$ cat src/rtl/riscv_pipe_ctrl_pkg.sv
// Shared stage indices and default parameters for the pipeline hazard controller.
package riscv_pipe_ctrl_pkg;
  localparam int STG_IF  = 0;
  localparam int STG_ID  = 1;
  localparam int STG_EX  = 2;
  localparam int STG_MEM = 3;
  localparam int STG_WB  = 4;

  // Forward-select value meaning "use the operand read in ID"
  localparam int FWD_NONE = 0;

  localparam int DEF_STAGES     = 5;
  localparam int DEF_REG_AW     = 5;
  localparam int DEF_LOAD_STAGE = 4;
  localparam int DEF_MEM_STAGE  = 3;
  localparam int DEF_CNT_W      = 32;
endpackage

$ cat src/rtl/riscv_hazard_match.sv
// Youngest-match priority encoder over the shadow destination entries.
// Entry i corresponds to pipeline stage i+STG_EX; lower index is younger.
module riscv_hazard_match
  import riscv_pipe_ctrl_pkg::*;
#(
  parameter int NE     = 2,
  parameter int REG_AW = 5,
  parameter int SW     = 3
) (
  input  logic [NE-1:0]             valid,
  input  logic [NE-1:0]             we,
  input  logic [NE-1:0]             ld,
  input  logic [NE-1:0][REG_AW-1:0] rd,
  input  logic [REG_AW-1:0]         rs_idx,
  input  logic                      rs_re,
  output logic                      hit,
  output logic                      is_load,
  output logic [SW-1:0]             stage
);

  // Scan oldest to youngest so the youngest match is the last one written
  always_comb begin
    hit     = 1'b0;
    is_load = 1'b0;
    stage   = '0;
    for (int i = NE-1; i >= 0; i--) begin
      if (valid[i] && we[i] && (rd[i] != '0) && (rd[i] == rs_idx) && rs_re) begin
        hit     = 1'b1;
        is_load = ld[i];
        stage   = SW'(i + STG_EX);
      end
    end
  end

endmodule

$ cat src/rtl/riscv_pipe_ctrl.sv
// Pipeline hazard controller: shadow destination tags, stall/flush vectors,
// registered EX forwarding selects and saturating performance counters.
module riscv_pipe_ctrl
  import riscv_pipe_ctrl_pkg::*;
#(
  parameter int STAGES     = DEF_STAGES,
  parameter int REG_AW     = DEF_REG_AW,
  parameter int LOAD_STAGE = DEF_LOAD_STAGE,
  parameter int MEM_STAGE  = DEF_MEM_STAGE,
  parameter int CNT_W      = DEF_CNT_W
) (
  input  logic                      clk,
  input  logic                      rst,
  input  logic                      id_valid_i,
  input  logic [REG_AW-1:0]         rs1_idx_i,
  input  logic [REG_AW-1:0]         rs2_idx_i,
  input  logic                      rs1_re_i,
  input  logic                      rs2_re_i,
  input  logic [REG_AW-1:0]         rd_idx_i,
  input  logic                      rd_we_i,
  input  logic                      is_load_i,
  input  logic                      br_taken_i,
  input  logic                      mem_busy_i,
  output logic [STAGES-1:0]         stall_o,
  output logic [STAGES-1:0]         flush_o,
  output logic [$clog2(STAGES)-1:0] fwd_rs1_o,
  output logic [$clog2(STAGES)-1:0] fwd_rs2_o,
  output logic [CNT_W-1:0]          stall_cnt_o,
  output logic [CNT_W-1:0]          flush_cnt_o
);

  localparam int SW = $clog2(STAGES);
  localparam int NE = STAGES - 3;

  // Shadow tags for EX..STAGES-2. The WB entry is never consulted (the
  // register file's write-first read covers it), so the shift stops early.
  logic [STAGES-2:STG_EX]             sh_v, sh_we, sh_ld;
  logic [STAGES-2:STG_EX][REG_AW-1:0] sh_rd;

  // Value each entry takes when it advances: ID inputs for EX, else previous entry
  logic [STAGES-2:STG_EX]             src_v, src_we, src_ld;
  logic [STAGES-2:STG_EX][REG_AW-1:0] src_rd;
  assign src_v  = {sh_v[STAGES-3:STG_EX],  id_valid_i};
  assign src_we = {sh_we[STAGES-3:STG_EX], rd_we_i};
  assign src_ld = {sh_ld[STAGES-3:STG_EX], is_load_i};
  assign src_rd = {sh_rd[STAGES-3:STG_EX], rd_idx_i};

  logic          hit1, hit2, ld1, ld2;
  logic [SW-1:0] stg1, stg2;

  riscv_hazard_match #(.NE(NE), .REG_AW(REG_AW), .SW(SW)) u_match_rs1 (
    .valid(sh_v), .we(sh_we), .ld(sh_ld), .rd(sh_rd),
    .rs_idx(rs1_idx_i), .rs_re(rs1_re_i),
    .hit(hit1), .is_load(ld1), .stage(stg1)
  );

  riscv_hazard_match #(.NE(NE), .REG_AW(REG_AW), .SW(SW)) u_match_rs2 (
    .valid(sh_v), .we(sh_we), .ld(sh_ld), .rd(sh_rd),
    .rs_idx(rs2_idx_i), .rs_re(rs2_re_i),
    .hit(hit2), .is_load(ld2), .stage(stg2)
  );

  // A load too young to forward from when the consumer reaches EX
  logic load_use;
  assign load_use = (hit1 && ld1 && (int'(stg1) <= LOAD_STAGE-2)) ||
                    (hit2 && ld2 && (int'(stg2) <= LOAD_STAGE-2));

  // Select for next cycle: the producer will have moved one stage on
  logic [SW-1:0] fwd1_nx, fwd2_nx;
  assign fwd1_nx = (hit1 && !(ld1 && (int'(stg1) + 1 < LOAD_STAGE))) ? stg1 + SW'(1) : SW'(FWD_NONE);
  assign fwd2_nx = (hit2 && !(ld2 && (int'(stg2) + 1 < LOAD_STAGE))) ? stg2 + SW'(1) : SW'(FWD_NONE);

  // Stall/flush priority: reset, memory wait, taken branch, load-use
  always_comb begin
    stall_o = '0;
    flush_o = '0;
    if (rst) begin
      stall_o = '0;
    end else if (mem_busy_i) begin
      for (int k = 0; k < STAGES; k++) stall_o[k] = (k <= MEM_STAGE);
      flush_o[MEM_STAGE+1] = 1'b1;
    end else if (br_taken_i) begin
      flush_o[STG_ID] = 1'b1;
      flush_o[STG_EX] = 1'b1;
    end else if (load_use) begin
      stall_o[STG_ID] = 1'b1;
      stall_o[STG_IF] = 1'b1;
      flush_o[STG_EX] = 1'b1;
    end
  end

  // Shadow tags advance unless their stage is held; flush turns an entry into a bubble
  always_ff @(posedge clk or posedge rst) begin
    if (rst) begin
      sh_v  <= '0;
      sh_we <= '0;
      sh_ld <= '0;
      sh_rd <= '0;
    end else begin
      for (int k = STG_EX; k <= STAGES-2; k++) begin
        if (!stall_o[k]) begin
          sh_v[k]  <= src_v[k] & ~flush_o[k];
          sh_we[k] <= src_we[k];
          sh_ld[k] <= src_ld[k];
          sh_rd[k] <= src_rd[k];
        end else if (flush_o[k]) begin
          sh_v[k]  <= 1'b0;
        end
      end
    end
  end

  // Forward selects follow the ID instruction into EX
  always_ff @(posedge clk or posedge rst) begin
    if (rst) begin
      fwd_rs1_o <= '0;
      fwd_rs2_o <= '0;
    end else if (stall_o[STG_EX]) begin
      fwd_rs1_o <= fwd_rs1_o;
      fwd_rs2_o <= fwd_rs2_o;
    end else if (flush_o[STG_EX]) begin
      fwd_rs1_o <= '0;
      fwd_rs2_o <= '0;
    end else begin
      fwd_rs1_o <= fwd1_nx;
      fwd_rs2_o <= fwd2_nx;
    end
  end

  // Saturating event counters
  always_ff @(posedge clk or posedge rst) begin
    if (rst) begin
      stall_cnt_o <= '0;
      flush_cnt_o <= '0;
    end else begin
      if ((|stall_o) && (stall_cnt_o != '1)) stall_cnt_o <= stall_cnt_o + CNT_W'(1);
      if (br_taken_i && !mem_busy_i && (flush_cnt_o != '1)) flush_cnt_o <= flush_cnt_o + CNT_W'(1);
    end
  end

endmodule
$ cat config.mk
export PLATFORM = sky130hd
export DESIGN_NAME = riscv_pipe_ctrl
export DESIGN_NICKNAME = d
export VERILOG_FILES = /design/src/rtl/riscv_pipe_ctrl_pkg.sv /design/src/rtl/riscv_hazard_match.sv /design/src/rtl/riscv_pipe_ctrl.sv
export SDC_FILE = /design/constraint.sdc
export NUM_CORES = 1
export LEC_CHECK = 0
export CAP_MARGIN = 20
export CORE_MARGIN = 10
export CORE_UTILIZATION = 35
export DETAILED_ROUTE_END_ITERATION = 12
export GPL_TIMING_DRIVEN = 1
export PLACE_DENSITY_LB_ADDON = 0.3
export SYNTH_ARGS = -nofsm -noshare
export SYNTH_HDL_FRONTEND = slang
export SYNTH_SLANG_ARGS = --single-unit
$ cat constraint.sdc
create_clock -name clk -period 5.9 [get_ports clk]
set_input_delay 1.18 -clock clk [delete_from_list [all_inputs] [get_ports clk]]
set_output_delay 1.18 -clock clk [all_outputs]
set_load 0.05 [all_outputs]
==> results of run 1 <==
==> final timing paths <==
| path | endpoint | slack, ns | depth (start not counted) |
|---|---|---|---|
| max in group asynchronous | flush_cnt_o[1] | 3.37 | 4 |
| min in group asynchronous | sh_rd[6] | 1.49 | 3 |
| setup / recovery | stall_o[0] | 0.97 | 7 |
| setup reg to reg | stall_cnt_o[1] | 3.49 | 5 |
| hold reg to reg | fwd_rs2_o[1] | 0.49 | 2 |
| hold / removal | fwd_rs2_o[1] | 0.49 | 2 |
==> logic make-up (layout without fill, tap and decap cells) <==
kind of cell | count (synthesis) | in the layout | synth area share, %
DFF | 85 | 85 | 49.0
buffers and inverters | 25 | 129 | 3.02
and+or+nand+nor | 189 | 189 | 23.6
adders and majority gates | 2 | 2 | 0.576
other | 1 | 3 | 0.0863
AOI/OAI and AO/OA | 17 | 17 | 3.31
xor gates and xnor gates | 81 | 81 | 16.3
muxes | 16 | 16 | 4.15
==> cells in the mapped netlist (2+ instances only) <==
cell and n:
nor4_4 2, mux2_2 15, buf_2 3, inv_1 11, nor2_1 35, xnor2_1 27, nand2_1 43, nor3_1 18
buf_4 6, nor4b_1 2, xor2_1 54, or3_1 2, ha_1 2, nor2b_1 2, and4_1 4, or4_1 2
and3_1 8, nor3_2 5, nand3_1 28, dfrtp_1 85, nand4_1 19, nor4_1 9, o31ai_1 2, and2_1 4
o21a_1 2, o21ai_0 4, clkbuf_1 4
==> final cells by class <==
type / count / area, sq um
clock buffers: 9 / 225
clock inverters: 6 / 113
fillers: 1103 / 6220
inverters: 11 / 45.0
multi-input cells: 308 / 2100
flip-flops and latches: 85 / 2130
well taps: 168 / 210
repair buffers: 103 / 1020
==> power by group through the flow <==
stage | registers, uW | clock network [uW] | logic, uW
floorplan | 808 | 0 | 132
global placement | 699 | 0 | 371
detailed placement | 699 | 0 | 373
CTS | 690 | 659 | 376
global route | 699 | 681 | 397
finish | 690 | 646 | 371
==> worst reg2reg max path, stage by stage, from the launching register on <==
cell and delay (ns):
dfrtp_1 0.44, or4_4 0.57, o2111ai_2 0.22, o21bai_2 0.13
o211ai_4 0.55, mux2_1 0.38
==> metrics by stage <==
stage                     util (%)  setup WS [ns]  cell area (sq um)
after floorplan                  -           1.12               4360
after global placement        45.6           1.02               5500
after detailed placement      45.6          0.937               5500
after CTS                     48.4          0.930               5840
after global routing          48.4          0.770               5840
final                         48.4          0.970               5840
==> routing by layer <==
metal  vias to the layer above  GRT usage, %  part of all wire (%)
met5                         -             0                     0
met4                         0          4.82                   1.2
met3                        11          3.85                   5.5
met2                        90          19.9                    48
met1                      1670          16.1                    45
li1                       1635             -                     -
==> flip-flops by register name, summed over array words and instances (netlist names) <==
| name | count |
|---|---|
| fwd_rs2_o | 3 |
| sh_ld | 1 |
| fwd_rs1_o | 3 |
| sh_we | 2 |
| sh_rd | 10 |
| sh_v | 2 |
| stall_cnt_o | 32 |
| flush_cnt_o | 32 |
==> metrics.txt, run 1 <==
worst r2r src=sh_rd[0]; GRT overflow=0; Crit path max-delay family=buffers and inverters; min Tclk post-route=4.93 ns; Clock Pin Slew Worst Setup and Hold Paths=0.06 ns; Fin. Hold Viols=0; global placer's final weighted congestion=0.822; HPWL after DPL=8260 um; #FFs+latches synth=85; clock share of power=37.8%; hold path start=fwd_rs2_o[1]; crit path buf inv count=2; worst-path cell with the longest stage delay=clkdlybuf4s50_1; # clock sinks=85; leading area contributor after synthesis=dfrtp_1; Worst Max-Slew Pin Slew=0.769 ns; VDD IR max=0.272 mV; Core ar.=12100 sq um; Synth cell types=45; Clock Tree Buf Depth=2; sequential-to-total area share from yosys stat=49.0%; gr usage total=12.7%; die extent in y=131 um; Worst path max stage delay=0.84 ns; net switching fraction of the power=31.3%; synthesized cell area=4340 sq um; CTS tree=built; die area=17300 sq um; Area growth, synth to finish=34.4%; antenna fix cells=0; most common cell after layout, fill and taps aside=clkdlybuf4s50_1; Final period util=83.6%; most frequent CP cell=clkdlybuf4s50_1; Layout Cells excl Fill=690; CP cell instances=clkdlybuf4s50_1, xnor2_1, nand4_1, nor4_4, nor2_2, nor2_1, clkdlybuf4s50_1; share of cells above drive strength 1=9.77%; total net switching power=534 uW; Synth Flop Type=dfrtp_1; outcome=finished, final reports clean; CP arrival=3.75 ns; Row Count=40; setup TNS=0 ns; pwr dens=292 nW/um^2; # nets final=544; Synth warnings=0; Routed Antenna Nets=0; most frequent cells in the layout=100 x clkdlybuf4s50_1, 85 x dfrtp_1, 54 x xor2_1, 43 x nand2_1, 35 x nor2_1; crit-path max FO=15; Worst Setup SP=rs2_idx_i[4]; worst skew pair latency=0.34 ns; max frequency=0.203 GHz; Initial DRT Pass Iterations=5; CTS buffer count=9; drt initial violations=231; final hold slack=0.492 ns; Critical Path Start Type=primary input; initial antenna violation count=0; drt via density=4.94; Post CTS Setup Buffer Count=0; Power Total=1710 uW; Setup Skew=0.00748 ns; worst path required time=4.72 ns; Comb power frac=21.7%; DP Cell Count=675; global-route wire length before repair=18300 um; classification of the worst setup path=primary input to primary output; Reg power frac=40.4%; top-area cell type share of the netlist area=49.0%; syn_area_per_cell=10.4 sq um; Synth area leaders=dfrtp_1 49%, xor2_1 11%, xnor2_1 5.4%; Slew Limit Headroom=48.2%; largest net degree at the start of global routing=53; Routed WL per cell=15.9 um; RSZ-0062 raised after global routing=false; Initial Utilization=36.0%; PortBufs=100; post_cts resized=0; gate count of the mapped netlist=416; Setup violations, final=0; drc violations=0; clock root cell=clkbuf_16; Post-synth EDFFs=0; Via Count=3406; P_int=1170 uW; worst hold-check path type=flip-flop to flip-flop; DRT Wirelength=11000 um; max-slew violation count=0; maxcap violations=0; die width=131 um; number of top-level pins=104; Setup crit end kind=primary output; ys async rst share=100%; leakage=0.00255 uW; vias in the first global route=3500; H-Tree Depth=3; CTS Hold Bufs=0
(Power assumes the default switching activity.)
==> inputs of run 2 (changes only) <==
- clock period: 5.9 -> 5.05 ns (I/O delays scaled with it)
==> run 2 against run 1 <==
Non-clock buffer count stayed put; sequential power grew 17%; combinational power grew 18%; cell area grew 0.47%; sequential cell count unchanged; global-route usage rose by 0.16 points; largest cell class unchanged; clock skew fell by 0.0017 ns; wire length is 1.0% higher.
==> metrics.txt, run 2 (synthesis results as in run 1) <==
outcome=finished, final reports clean (unchanged); classification of the worst setup path=primary input to primary output (unchanged); # clock sinks=85 (unchanged); most frequent cells in the layout=98 x clkdlybuf4s50_1, 85 x dfrtp_1, 54 x xor2_1, 43 x nand2_1, 35 x nor2_1 (was 100 x clkdlybuf4s50_1, 85 x dfrtp_1, 54 x xor2_1, 43 x nand2_1, 35 x nor2_1); filler cell count in the final layout=1152 (was 1103); Area growth, synth to finish=35.1% (was 34.4%); Setup crit end kind=primary output (unchanged); Setup Skew=0.00580 ns (was 0.00748 ns); Worst Hold Endpoint=fwd_rs1_o[1] (was fwd_rs2_o[1]); Final period util=88.8%; clock root cell=clkbuf_16 (unchanged); global placer's final weighted congestion=0.813 (was 0.822); VDD IR max=0.231 mV (was 0.272 mV); CP arrival=3.47 ns (was 3.75 ns); RSZ-0062 raised after global routing=false (unchanged); max frequency=0.223 GHz; Slew Limit Headroom=47.5% (was 48.2%); vias in the first global route=3509 (was 3500); min Tclk post-route=4.48 ns; worst skew pair latency=0.35 ns (was 0.34 ns); # nets final=544 (unchanged); Initial DRT Pass Iterations=4 (was 5); largest net degree at the start of global routing=86 (was 53); drt initial violations=175 (was 231); drt via density=4.92 (was 4.94); Clock Pin Slew Worst Setup and Hold Paths=0.06 ns (about the same); CTS buffer count=9 (unchanged); CTS tree=built (unchanged); R2R setup slack=2.63 ns (was 3.49 ns); Setup violations, final=0 (unchanged); number of top-level pins=104 (unchanged); antenna fix cells=0 (unchanged); worst path required time=4.04 ns (was 4.72 ns); Row Count=40 (unchanged); global-route wire length before repair=18400 um (was 18300 um); most common cell after layout, fill and taps aside=clkdlybuf4s50_1 (unchanged); CTS Hold Bufs=0 (unchanged); PortBufs=100 (unchanged); Core ar.=12100 sq um (unchanged); leakage=0.00257 uW (was 0.00255 uW); Initial Utilization=36.0% (unchanged); initial antenna violation count=0 (unchanged); die area=17300 sq um (unchanged); die width=131 um (unchanged); Worst Max-Slew Pin Slew=0.780 ns (was 0.769 ns); H-Tree Depth=3 (unchanged); maxcap violations=0 (unchanged); top flop regs=flush_cnt_o (32), stall_cnt_o (32), sh_rd (10) (unchanged); post_cts resized=0 (unchanged); Multi-input gate area=2100 sq um (unchanged); die extent in y=131 um (unchanged); max-slew violation count=0 (unchanged); R2R cell count=5 (unchanged); Critical Path Start Type=primary input (unchanged); hold path start=fwd_rs1_o[1] (was fwd_rs2_o[1]); setup TNS=0 ns (unchanged); pwr dens=338 nW/um^2 (was 292 nW/um^2); Routed WL per cell=16.0 um (was 15.9 um); Post CTS Setup Buffer Count=0 (unchanged); Via Count=3402 (was 3406); GRT overflow=0 (unchanged); Fin. Hold Viols=0 (unchanged); drc violations=0 (unchanged); Routed Antenna Nets=0 (unchanged); hold path depth=2 (unchanged); DRT Wirelength=11100 um (was 11000 um); FF-to-FF End=stall_cnt_o[1] (unchanged); Final Core Density=48.6% (was 48.4%); worst r2r src=sh_rd[0] (unchanged); Seq. cell area=2130 sq um (unchanged); share of cells above drive strength 1=10.1% (was 9.77%); HPWL after DPL=8220 um (was 8260 um); Clock Tree Buf Depth=2 (unchanged); gr usage total=12.9% (was 12.7%); worst hold-check path type=flip-flop to flip-flop (unchanged); crit-path max FO=3 (was 15)
[run 2: cell types whose count changed in the layout (fill, tap and decap cells not counted), sizes merged]
cell	previous run	this run
clkbuf	9	11
inv	10	11
buf	3	5
bufinv	3	2
clkdlybuf4s50	100	98
clkinv	3	2
[run 2: layout make-up]
| cell class | instances | share of cell area (%) |
|---|---|---|
| clock inverter | 5 | 1.41 |
| inverter | 11 | 0.768 |
| timing repair buffer | 103 | 18.1 |
| clock buffer | 11 | 4.14 |
| tap | 168 | 3.58 |
| sequential | 85 | 36.3 |
| multi-input combinational | 308 | 35.7 |
[run 2: worst max-delay path by stage]
stage	endpoint	depth (start not counted)	from	slack [ns]
2_1_floorplan	stall_o[1]	4	rst	0.61
3_3_place_gp	flush_o[2]	7	rs2_idx_i[0]	0.64
3_5_place_dp	flush_o[2]	7	rs2_idx_i[2]	0.61
4_1_cts	flush_o[2]	7	rs2_idx_i[4]	0.57
5_1_grt	flush_o[2]	7	rs2_idx_i[4]	0.37
6_report	flush_o[2]	7	rs2_idx_i[4]	0.57
[run 2: stage by stage]
stage	hold WS, ns	cell area [sq um]	setup WS (ns)	std cells	total power [uW]
finish	0.482	5870	0.565	691	1980
global route	0.525	5870	0.371	691	2070
CTS	0.489	5840	0.573	690	2000
detailed placement	0.474	5510	0.613	674	1260
global placement	0.467	5510	0.640	674	1250
floorplan	0.460	4360	0.606	418	1100
[run 2: worst max-delay path, stage by stage]
cell             delay, ns
clkdlybuf4s50_1       0.51
xnor2_1               0.14
nand4_1               0.21
nor3_1                0.23
o211ai_1              0.17
a211oi_1              0.32
clkdlybuf4s50_1       0.87
[run 2: report_power, final]
| part | switching, uW | leakage [uW] | total [uW] | internal, uW |
|---|---|---|---|---|
| Clock | 284 | 0.000160 | 733 | 449 |
| Combinational | 280 | 0.00129 | 439 | 159 |
| Sequential | 75.0 | 0.00111 | 808 | 733 |
[run 2: per-layer routing]
layer	track usage, %	share of wire (%)	wire (um)	vias up
li1	-	-	-	1643
met5	0	0	0	-
met2	20.1	48	5320	78
met1	15.7	44	4910	1668
met3	4.08	5.6	625	13
met4	6.12	2.0	221	0
==> inputs of run 3 (changes only) <==
==> constraint.sdc (replaced) <==
create_clock -name clk -period 5.05 [get_ports clk]
set_input_delay 1.515 -clock clk [delete_from_list [all_inputs] [get_ports clk]]
set_output_delay 1.515 -clock clk [all_outputs]
set_load 0.05 [all_outputs]
==> run 3 against run 2 <==
Non-clock buffer count grew 4; via count is 0.65% higher; maximum frequency is 8.6% lower; sequential share of layout area decreased by 0.31 points; highest routed layer unchanged.
==> metrics.txt, run 3 (synthesis results as in run 1) <==
worst path required time=3.54 ns (was 4.04 ns); DRT Wirelength=10800 um (was 11100 um); R2R cell count=7 (was 5); worst hold-check path type=flip-flop to flip-flop (unchanged); worst skew pair latency=0.34 ns (was 0.35 ns); number of top-level pins=104 (unchanged); clock share of power=35.0% (was 37.0%); most common cell after layout, fill and taps aside=clkdlybuf4s50_1 (unchanged); HPWL after DPL=8160 um (was 8220 um); antenna fix cells=0 (unchanged); filler cell count in the final layout=1097 (was 1152); Worst Max-Slew Pin Slew=0.678 ns (was 0.780 ns); vias in the first global route=3319 (was 3509); Post CTS Setup Buffer Count=0 (unchanged); Comb power frac=23.0% (was 22.2%); Routed WL per cell=15.5 um (was 16.0 um); top layer in use=met4 (unchanged); net switching fraction of the power=32.6% (was 32.3%); max-slew violation count=0 (unchanged); Area growth, synth to finish=36.2% (was 35.1%); Via Count=3424 (was 3402); initial antenna violation count=0 (unchanged); die area=17300 sq um (unchanged); Setup crit end kind=primary output (unchanged); VDD IR max=0.305 mV (was 0.231 mV); Clock Tree Buf Depth=2 (unchanged); post_cts resized=0 (unchanged); die width=131 um (unchanged); # nets final=548 (was 544); Core ar.=12100 sq um (unchanged); max frequency=0.204 GHz (was 0.223 GHz); crit-path max FO=3 (unchanged); classification of the worst setup path=primary input to primary output (unchanged); Metal-1 WL=4960 um (was 4910 um); die extent in y=131 um (unchanged); maxcap violations=0 (unchanged); GRT overflow=0 (unchanged); leakage=0.00260 uW (was 0.00257 uW); top flop regs=flush_cnt_o (32), stall_cnt_o (32), sh_rd (10) (unchanged); P_int=1290 uW (was 1340 uW); Setup violations, final=0 (unchanged); Critical Path Start Type=primary input (unchanged); min Tclk post-route=4.91 ns (was 4.48 ns); pwr dens=325 nW/um^2 (was 338 nW/um^2); drt via density=4.93 (was 4.92); met3 routed WL=572 um (was 625 um); gr usage total=12.4% (was 12.9%); CTS buffer count=9 (unchanged); drc violations=0 (unchanged); Final period util=97.2% (was 88.8%); RSZ-0062 raised after global routing=false (unchanged); Routed Antenna Nets=0 (unchanged); DP Cell Count=678 (was 674); total net switching power=627 uW (was 639 uW); Initial DRT Pass Iterations=4 (unchanged); Slew Limit Headroom=54.6% (was 47.5%); Initial Utilization=36.0% (unchanged); Row Count=40 (unchanged); CTS Hold Bufs=0 (unchanged); clock root cell=clkbuf_16 (unchanged); Setup Skew=0.00634 ns (was 0.00580 ns); CP arrival=3.39 ns (was 3.47 ns); met2 routed WL=5040 um (was 5320 um); share of cells above drive strength 1=12.1% (was 10.1%); CTS tree=built (unchanged); Reg power frac=41.9% (was 40.8%); H-Tree Depth=3 (unchanged); final hold slack=0.481 ns (was 0.482 ns); drt initial violations=157 (was 175); setup TNS=0 ns (unchanged); Clock Pin Slew Worst Setup and Hold Paths=0.06 ns (about the same); outcome=finished, final reports clean (unchanged); # clock sinks=85 (unchanged); largest net degree at the start of global routing=86 (unchanged); hold path depth=2 (unchanged); Fin. Hold Viols=0 (unchanged); global placer's final weighted congestion=0.810 (was 0.813); Layout Cells excl Fill=695 (was 691); global-route wire length before repair=17800 um (was 18400 um); PortBufs=100 (unchanged); most frequent cells in the layout=93 x clkdlybuf4s50_1, 85 x dfrtp_1, 54 x xor2_1, 43 x nand2_1, 34 x nor2_1 (was 98 x clkdlybuf4s50_1, 85 x dfrtp_1, 54 x xor2_1, 43 x nand2_1, 35 x nor2_1)
-- run 3: path summary, 6_finish.rpt --
| path | start | to | slack [ns] |
|---|---|---|---|
| worst max-delay path | rs2_idx_i[4] | flush_o[2] | 0.14 |
| worst min register to register | fwd_rs2_o[1] | fwd_rs2_o[1] | 0.48 |
| max in group asynchronous | rst | sh_rd[1] | 2.62 |
| min in group asynchronous | rst | fwd_rs1_o[2] | 1.82 |
| worst min-delay path | fwd_rs2_o[1] | fwd_rs2_o[1] | 0.48 |
| worst max register to register | sh_rd[0] | stall_cnt_o[11] | 2.53 |
-- run 3: per-layer routing --
layer	vias up	global-route usage, %
li1	1644	-
met1	1696	15.7
met2	72	19.1
met3	12	3.62
met4	0	5.75
met5	-	0
-- run 3: critical path, stage by stage --
cell             delay, ns
clkdlybuf4s50_1       0.51
xnor2_1               0.13
nand4_1               0.20
nor3_1                0.23
o211ai_1              0.16
a211oi_1              0.33
buf_4                 0.18
buf_12                0.13
-- run 3: layout make-up --
type	count	area, sq um	area share [%]
Clock buffer	11	243	4.10
Clock inverter	5	60.1	1.01
Inverter	11	45.0	0.761
Multi-Input combinational cell	308	2100	35.5
Sequential cell	85	2130	35.9
Tap cell	168	210	3.55
Timing Repair Buffer	107	1130	19.1
-- run 3: through the flow --
stage / total power (uW) / worst slack (ns) / utilization (%) / instance area [sq um]
CTS: 1940 / 0.136 / 48.8 / 5890
detailed placement: 1260 / 0.161 / 46.3 / 5590
floorplan: 1100 / 0.0452 / - / 4360
global placement: 1260 / 0.122 / 46.3 / 5590
finish: 1920 / 0.141 / 49.1 / 5920
global route: 2010 / 0.00594 / 49.1 / 5920
-- run 3: power groups by stage --
stage | combinational (uW) | sequential, uW | clock [uW]
3_3_place_gp | 441 | 817 | 0
5_1_grt | 477 | 816 | 716
2_1_floorplan | 155 | 944 | 0
3_5_place_dp | 445 | 818 | 0
4_1_cts | 447 | 806 | 688
6_report | 443 | 806 | 673
